$ cat src/rtl/mem_ctrl.sv
// ============================================================================
// Module   : mem_ctrl
// Brief    : Byte-serial RAM controller serving icache fetches and LSU loads/stores
// Revision : 1.0
// ============================================================================
`default_nettype none

module mem_ctrl #(
  parameter logic [31:0] IO_ADDR = 32'h0003_0000
) (
  input  logic        clk_in,
  input  logic        rst_in,
  input  logic        inst_read_in,
  input  logic [31:0] inst_address_in,
  output logic        inst_busy_out,
  output logic        inst_enable_out,
  output logic [31:0] inst_data_out,
  input  logic        mem_read_in,
  input  logic        mem_write_in,
  input  logic [31:0] mem_address_in,
  input  logic [2:0]  mem_len_in,
  input  logic [31:0] mem_data_in,
  output logic        mem_busy_out,
  output logic        mem_enable_out,
  output logic [31:0] mem_data_out,
  input  logic [7:0]  ram_din,
  output logic [7:0]  ram_dout,
  output logic [31:0] ram_a,
  output logic        ram_wr,
  input  logic        io_buffer_full
);

  typedef enum logic [2:0] {
    S_IDLE       = 3'd0,
    S_INST_READ  = 3'd1,
    S_DATA_READ  = 3'd2,
    S_DATA_WRITE = 3'd3,
    S_DONE       = 3'd4
  } state_t;

  state_t      state_q, state_d;
  logic [2:0]  cnt_q, cnt_d;
  logic [2:0]  len_q, len_d;
  logic [31:0] addr_q, addr_d;
  logic [31:0] wdata_q, wdata_d;
  logic [31:0] buf_q, buf_d;
  logic        busy_q, busy_d;
  logic        inst_en_q, inst_en_d;
  logic        mem_en_q, mem_en_d;
  logic [31:0] inst_data_q, inst_data_d;
  logic [31:0] mem_data_q, mem_data_d;
  logic [31:0] ram_a_q, ram_a_d;
  logic [7:0]  ram_dout_q, ram_dout_d;
  logic        ram_wr_q, ram_wr_d;

  logic [2:0]  w_mem_len;
  logic        w_io_stall;
  logic [1:0]  w_cap_idx;
  logic [1:0]  w_next_idx;
  logic        w_more;
  logic [31:0] w_next_addr;

  always_comb begin
    case (mem_len_in)
      3'd1:    w_mem_len = 3'd1;
      3'd2:    w_mem_len = 3'd2;
      default: w_mem_len = 3'd4;
    endcase
  end

  assign w_io_stall  = (mem_address_in >= IO_ADDR) && io_buffer_full;
  // cnt counts cycles spent in a read state; byte cnt-1 is on ram_din now
  assign w_cap_idx   = cnt_q[1:0] - 2'd1;
  assign w_next_idx  = cnt_q[1:0] + 2'd1;
  assign w_more      = ({1'b0, cnt_q} + 4'd1) < {1'b0, len_q};
  assign w_next_addr = addr_q + {29'd0, cnt_q} + 32'd1;

  always_comb begin
    state_d     = state_q;
    cnt_d       = cnt_q;
    len_d       = len_q;
    addr_d      = addr_q;
    wdata_d     = wdata_q;
    buf_d       = buf_q;
    inst_data_d = inst_data_q;
    mem_data_d  = mem_data_q;
    ram_a_d     = ram_a_q;
    inst_en_d   = 1'b0;
    mem_en_d    = 1'b0;
    ram_dout_d  = 8'd0;
    ram_wr_d    = 1'b0;

    case (state_q)
      S_IDLE: begin
        if (mem_write_in) begin
          if (!w_io_stall) begin
            state_d    = S_DATA_WRITE;
            addr_d     = mem_address_in;
            len_d      = w_mem_len;
            wdata_d    = mem_data_in;
            cnt_d      = 3'd0;
            ram_a_d    = mem_address_in;
            ram_dout_d = mem_data_in[7:0];
            ram_wr_d   = 1'b1;
          end
        end else if (mem_read_in) begin
          state_d = S_DATA_READ;
          addr_d  = mem_address_in;
          len_d   = w_mem_len;
          cnt_d   = 3'd0;
          buf_d   = 32'd0;
          ram_a_d = mem_address_in;
        end else if (inst_read_in) begin
          state_d = S_INST_READ;
          addr_d  = inst_address_in;
          len_d   = 3'd4;
          cnt_d   = 3'd0;
          buf_d   = 32'd0;
          ram_a_d = inst_address_in;
        end
      end

      S_INST_READ, S_DATA_READ: begin
        if (cnt_q != 3'd0) begin
          buf_d[{w_cap_idx, 3'b000} +: 8] = ram_din;
        end
        if (w_more) begin
          ram_a_d = w_next_addr;
        end
        if (cnt_q == len_q) begin
          state_d = S_DONE;
          if (state_q == S_INST_READ) begin
            inst_en_d   = 1'b1;
            inst_data_d = buf_d;
          end else begin
            mem_en_d   = 1'b1;
            mem_data_d = buf_d;
          end
        end else begin
          cnt_d = cnt_q + 3'd1;
        end
      end

      S_DATA_WRITE: begin
        if (w_more) begin
          ram_a_d    = w_next_addr;
          ram_dout_d = wdata_q[{w_next_idx, 3'b000} +: 8];
          ram_wr_d   = 1'b1;
          cnt_d      = cnt_q + 3'd1;
        end else begin
          state_d  = S_DONE;
          mem_en_d = 1'b1;
        end
      end

      S_DONE:  state_d = S_IDLE;
      default: state_d = S_IDLE;
    endcase

    busy_d = (state_d != S_IDLE);
  end

  always_ff @(posedge clk_in) begin
    if (rst_in) begin
      state_q     <= S_IDLE;
      cnt_q       <= 3'd0;
      len_q       <= 3'd0;
      addr_q      <= 32'd0;
      wdata_q     <= 32'd0;
      buf_q       <= 32'd0;
      busy_q      <= 1'b0;
      inst_en_q   <= 1'b0;
      mem_en_q    <= 1'b0;
      inst_data_q <= 32'd0;
      mem_data_q  <= 32'd0;
      ram_a_q     <= 32'd0;
      ram_dout_q  <= 8'd0;
      ram_wr_q    <= 1'b0;
    end else begin
      state_q     <= state_d;
      cnt_q       <= cnt_d;
      len_q       <= len_d;
      addr_q      <= addr_d;
      wdata_q     <= wdata_d;
      buf_q       <= buf_d;
      busy_q      <= busy_d;
      inst_en_q   <= inst_en_d;
      mem_en_q    <= mem_en_d;
      inst_data_q <= inst_data_d;
      mem_data_q  <= mem_data_d;
      ram_a_q     <= ram_a_d;
      ram_dout_q  <= ram_dout_d;
      ram_wr_q    <= ram_wr_d;
    end
  end

  assign inst_busy_out   = busy_q;
  assign mem_busy_out    = busy_q;
  assign inst_enable_out = inst_en_q;
  assign mem_enable_out  = mem_en_q;
  assign inst_data_out   = inst_data_q;
  assign mem_data_out    = mem_data_q;
  assign ram_a           = ram_a_q;
  assign ram_dout        = ram_dout_q;
  assign ram_wr          = ram_wr_q;

endmodule

`default_nettype wire

$ cat config.mk
export PLATFORM = sky130hd
export DESIGN_NAME = mem_ctrl
export DESIGN_NICKNAME = d
export VERILOG_FILES = /design/src/rtl/mem_ctrl.sv
export SDC_FILE = /design/constraint.sdc
export NUM_CORES = 1
export LEC_CHECK = 0
export ABC_AREA = 1
export CORE_AREA = 2 2 217 166
export DETAILED_ROUTE_END_ITERATION = 8
export DIE_AREA = 0 0 219 168
export GPL_TIMING_DRIVEN = 0
export PLACE_DENSITY = 0.54
export SETUP_SLACK_MARGIN = 0.05
export SLEW_MARGIN = 20
export SYNTH_ARGS = -nofsm -noshare
export SYNTH_HDL_FRONTEND = slang
export SYNTH_SLANG_ARGS = --single-unit
$ cat constraint.sdc
create_clock -name clk_in -period 4.23 [get_ports clk_in]
set_input_delay 0.846 -clock clk_in [delete_from_list [all_inputs] [get_ports clk_in]]
set_output_delay 0.846 -clock clk_in [all_outputs]
set_load 0.03 [all_outputs]
After elaboration in Yosys (flattened, before gate mapping)
Index checks and enable logic that the tools add are counted.
W data, S select, Z words.
- mux-type cells: 44
- shift-type cells: 3
- $add $sub $neg: 7
- equal/unequal tests: 14
- bitwise logic cells: 4
- magnitude comparators: 2
- reductions and logical operators: 18
- operators with widths (operator ; count):
    $mux W32 ; 9
    $pmux W32 S2 ; 2
    $mux W3 ; 16
    $add A32 B1 Y32 const B ; 1
    $add A32 B3 Y32 ; 1
    $bwmux W32 ; 1
    $ge A32 B18 Y1 const B ; 1
    $shift A8 B7 Y32 const A ; 1
    $shiftx A32 B6 Y8 ; 1
    $shiftx A8 B7 Y32 ; 1
    $mux W8 ; 3
    $pmux W3 S3 ; 2
    $pmux W8 S2 ; 1
    $reduce_and A3 Y1 ; 5
    $reduce_bool A3 Y1 ; 4
    $eq A3 B2 Y1 const B ; 3
    $ne A2 B2 Y1 const B ; 4
    $mux W1 ; 7
    $neg A5 Y7 ; 1
    $eq A3 B1 Y1 const B ; 2
    $ne A3 B3 Y1 const B ; 2
    $pmux W3 S2 ; 1
    $reduce_or A3 Y1 ; 2
    $reduce_and A5 Y1 ; 1
    15 further kinds ; 20
- logic and storage cells: 106
- output and inout port bits: 109
- flip-flop bits (word level): 213

Longest topological paths before layout
- depth in word-level cells: 6
- gate-level depth with buffers: 14
- mapped depth without buffers: 14

Worst setup path before layout
No wires, ideal clock.
- path type: reg-to-reg
- start point: reg cnt_q[0]
- end point: reg state_q[0]
- arrival: 2147 ps
- setup time: 70 ps
- path slack: 2013 ps
- stages on the path, launching flop included: 13
- period minus slack after synthesis: 2217 ps
- cell sequence: dfxtp_1 > inv_1 > ha_1 > ha_1 > inv_1 > o21bai_1 > nand2_1 > nand2_1 > nor3_2 > inv_1 > o21ai_0 > inv_1 > a21oi_1
- longest elaborated chain between the ends: 4
- elaborated cells between the ends (all ways): 6
- classes of those cells: 1 x add/sub; 1 x order compare; 1 x eq/ne; 3 x mux
- ends and longest elaborated chain (what ; RTL line ; text):
    start: declaration ; 42 ; logic [2:0] cnt_q, cnt_d;
    start signal: assignment ; 181 ; cnt_q <= cnt_d;
    $add A3 B1 Y4 ; 75 ; assign w_more = ({1'b0, cnt_q} + 4'd1) < {1'b0, len_q};
    $lt A4 B3 Y1 ; 75 ;
    $mux W3 ; 145 ; if (w_more) begin
    $pmux W3 S3 (*) ; 93 ; case (state_q)
    end signal: assignment ; 180 ; state_q <= state_d;
    end: declaration ; 41 ; state_t state_q, state_d;
Mark *: on every way between the ends. The rest lies on a longest branch, timed or not.
A chain may end at the register's enable or synchronous reset.

Final worst setup path
- start point: reg cnt_q[0]
- end point: reg ram_a_q[19] (netlist: ram_a[19])
- longest elaborated chain between the ends: 4
- elaborated cells between the ends (all ways): 8
- classes of those cells: 3 x add/sub; 1 x order compare; 1 x eq/ne; 2 x mux; 1 x reduce/logical
- ends and longest elaborated chain (what ; RTL line ; text):
    $add A32 B3 Y32 or $add A3 B1 Y4 (tied branches) ; 76, 75 ;
    $add A32 B1 Y32 or $lt A4 B3 Y1 (tied branches) ; 76, 75 ;
    $mux W32 or $ne A2 B1 Y1 (tied branches) ; -- ;
    $pmux W32 S2 or $reduce_and A4 Y1 (tied branches) ; -- ;
    end signal: assignment ; 191 ; ram_a_q <= ram_a_d;
    end: declaration ; 52 ; logic [31:0] ram_a_q, ram_a_d;
Several ways; a longest one is shown, not always the timed one. The select of a mux whose other input is x is not followed.

==> reports/qor.yml <==
status: "finished, final reports clean"
rsz0062_at_grt: "no"
rows: 60
async_flop_share_pct: 0
clock_skew_ns: 0.0133
first_iter_violations: 925
r2r_start: "cnt_q[0]$_SDFFE_PP0P_"
maxSlewHeadroom_pct: 48.4
r2r_cells: 13
htreeDepth: 1
coreArea_um2: 35000
finalInstanceArea_um2: 14000
seqCellArea_um2: 4260
synth_edf_count: 0
synth_cell_types: 36
grt-ovfl-total: 0
place.gp.congestion: 0.968
grt_pass1_vias: 10500
cts_made_buffers: 25
r2r_slack_ns: 1.16
post_cts_buffers: 0
placed_area_um2: 13100
antenna_found_initial: 1
cp-start-kind: "flop"
hold_depth: 2
slowest_delay_ns: 0.54
crit_top_cell: "nand2_1"
fillers: 3757
arrival_ns: 3.46
period_minus_slack_ns: 3.07
cp_max_fo: 11
maxCapViolCount: 0
initial_utilization_pct: 29.4
syn-num-nets: 1700
max-clock-path-buffers: 3
timing.rr.end: "ram_a[19]$_SDFFE_PP0P_"
path_cells: "inv_1 > ha_1 > ha_1 > inv_1 > o21bai_1 > nand2_1 > nand2_1 > nand2_1 > nand3_1 > buf_2 > nor2_1 > nand2_1 > a21oi_1"
critPathCaptureType: "flop"
cpMaxStageDelayCell: "dfxtp_1"
hold_end: "mem_data_out[20]$_SDFFE_PP0P_"
yosys_warnings: 0
cts-hold-fix-buffers: 0
ant_nets: 0
syn_area_per_cell_um2: 6.54
hold_start: "mem_data_out[20]$_SDFFE_PP0P_"
vias: 11000
max_freq_mhz: 326
clk_pin_slew_ns: 0.06
grt_pass1_wl_um: 62000
hpwl_um: 31600
cts-root-buf: "clkbuf_16"
power.density_nw_per_um2: 713
die_w_um: 219
ys_seq_area_share_pct: 41.4
drt-pass1-iter-count: 5
min_path_type: "reg -> reg"
finalWirelength_um: 40700
dieArea_um2: 36800
path_class: "reg -> reg"
portBuffers: 221
ys.flop_type: "dfxtp_1"
cts_sinks: 213
final_max_slew_viol_count: 0
multi_input_area_um2: 5260
clk_latency_ns: 0.54
nets: 1948
syn_to_final_growth_pct: 35.8
grt_max_degree: 15
die_y_um: 168
syn-cell-area_um2: 10300
netlist_instances: 1574
gr-usage-all-layers_pct: 21.9
setup_viol: 0
post_cts_resized: 0
ios: 222
ys_ff_latch: 213
drc: 0
drt-vias-per-instance: 4.79
tns_ns: 0
tritoncts: "built"
hold_viol_final: 0
totalPowerFinal_mw: 9.96
required_ns: 4.62
post_drt_wl_per_cell_um: 17.6
drive_gt1_share_pct: 5.43
period_share_pct: 72.5
tightest_slew_ns: 0.774
ir_drop_uv: 277
power.leakage_nw: 5.49
[stage by stage]
step | instances | utilization [%] | setup slack (ns) | hold slack, ns
CTS | 2306 | 39.9 | 1.22 | 0.446
floorplan | 1574 | - | 2.01 | 0.437
detailed placement | 2260 | 37.4 | 0.844 | 0.435
global route | 2307 | 39.9 | 0.991 | 0.462
global placement | 2260 | 37.4 | 0.863 | 0.433
finish | 2307 | 39.9 | 1.16 | 0.443
[cell usage in the layout (no fill, tap or decap), types with 9 or more instances in the layout]
cell and count:
a21oi_1 152, buf_2 29, clkbuf_1 48, clkbuf_16 25, clkdlybuf4s50_1 221, dfxtp_1 213, ha_1 12, inv_1 98
mux2i_1 9, nand2_1 474, nand3_1 92, nand3b_1 12, nand4_1 13, nor2_1 235, o21ai_0 119, o21ai_1 22
[state kept, by name, summed over array words and instances (netlist names)]
| signal | flops |
|---|---|
| len_q | 3 |
| cnt_q | 3 |
| state_q | 3 |
| mem_data_out | 32 |
| ram_dout | 8 |
| inst_busy_out | 1 |
| inst_data_out | 32 |
| ram_a | 32 |
| wdata_q | 32 |
| ram_wr | 1 |
| addr_q | 32 |
| mem_enable_out | 1 |
| buf_q | 32 |
| inst_enable_out | 1 |
[cell usage after synthesis (2+ instances only)]
master / instances / share of area (%)
nand2_1: 474 / 17
nor2_1: 235 / 8.6
dfxtp_1: 213 / 41
a21oi_1: 152 / 7.4
o21ai_0: 119 / 5.8
inv_1: 98 / 3.6
nand3_1: 92 / 4.5
clkbuf_1: 48 / 1.8
buf_2: 29 / 1.4
o21ai_1: 22 / 1.1
nand4_1: 13 / 0.79
ha_1: 12 / 1.5
nand3b_1: 12 / 0.88
mux2i_1: 9 / 0.88
buf_4: 5 / 0.36
inv_2: 5 / 0.18
or2_2: 5 / 0.30
xnor2_1: 4 / 0.34
nor2_2: 3 / 0.18
o22ai_1: 3 / 0.18
xor2_1: 3 / 0.26
buf_1: 2 / 0.073
nand2_2: 2 / 0.12
nor3_1: 2 / 0.097
[area by class of cell]
cell class,instances,area share [%]
tap,465,4.16
antenna,1,0.0179
clock inverter,18,1.58
sequential,213,30.5
inverter,104,2.79
buffer,85,2.73
timing repair buffer,221,15.8
clock buffer,28,4.77
multi-input combinational,1172,37.6
[kinds of logic after synthesis]
| group | Yosys count | synth area share, % |
|---|---|---|
| adder cells (fa/ha/maj) | 13 | 1.65 |
| flip-flops | 213 | 41.4 |
| XOR/XNOR | 7 | 0.596 |
| multiplexers | 9 | 0.875 |
| AND/OR/NAND/NOR | 842 | 33.1 |
| buffers and inverters | 189 | 7.50 |
| AO/OA/AOI/OAI | 301 | 14.8 |
[worst max-delay path by stage]
stage | startpoint | slack (ns) | endpoint | cells past startpoint
floorplan | cnt_q[0]$_SDFFE_PP0P_ | 2.01 | state_q[0]$_SDFF_PP0_ | 12
global placement | mem_write_in | 0.86 | ram_a[3]$_SDFFE_PP0P_ | 8
detailed placement | mem_address_in[29] | 0.84 | addr_q[21]$_SDFFE_PP0P_ | 12
global route | cnt_q[0]$_SDFFE_PP0P_ | 0.99 | ram_a[19]$_SDFFE_PP0P_ | 13
CTS | cnt_q[0]$_SDFFE_PP0P_ | 1.22 | ram_a[19]$_SDFFE_PP0P_ | 13
finish | cnt_q[0]$_SDFFE_PP0P_ | 1.16 | ram_a[19]$_SDFFE_PP0P_ | 13
[layer usage]
layer	vias up	track usage [%]	share of wire, %
met5	-	0	0
met4	0	5.08	2.2
met3	56	4.77	7.2
met2	338	31.3	40
met1	5074	33.0	50
li1	5578	-	-
[worst max-delay path, delay by kind of cell (launching register included)]
family / cells / cell delay [ns]
fa+ha+maj: 2 / 0.76
simple gates: 6 / 0.78
buf+inv: 3 / 0.63
compound gates: 2 / 0.19
flops: 1 / 0.54
[report_power, final]
group	internal [mW]	switching, mW	total [mW]
sequential	2.51	0.384	2.89
clock	1.39	0.938	2.33
combinational	1.49	3.25	4.74
total	5.39	4.57	9.96
Note: power is estimated with default switching activity, not from simulation.
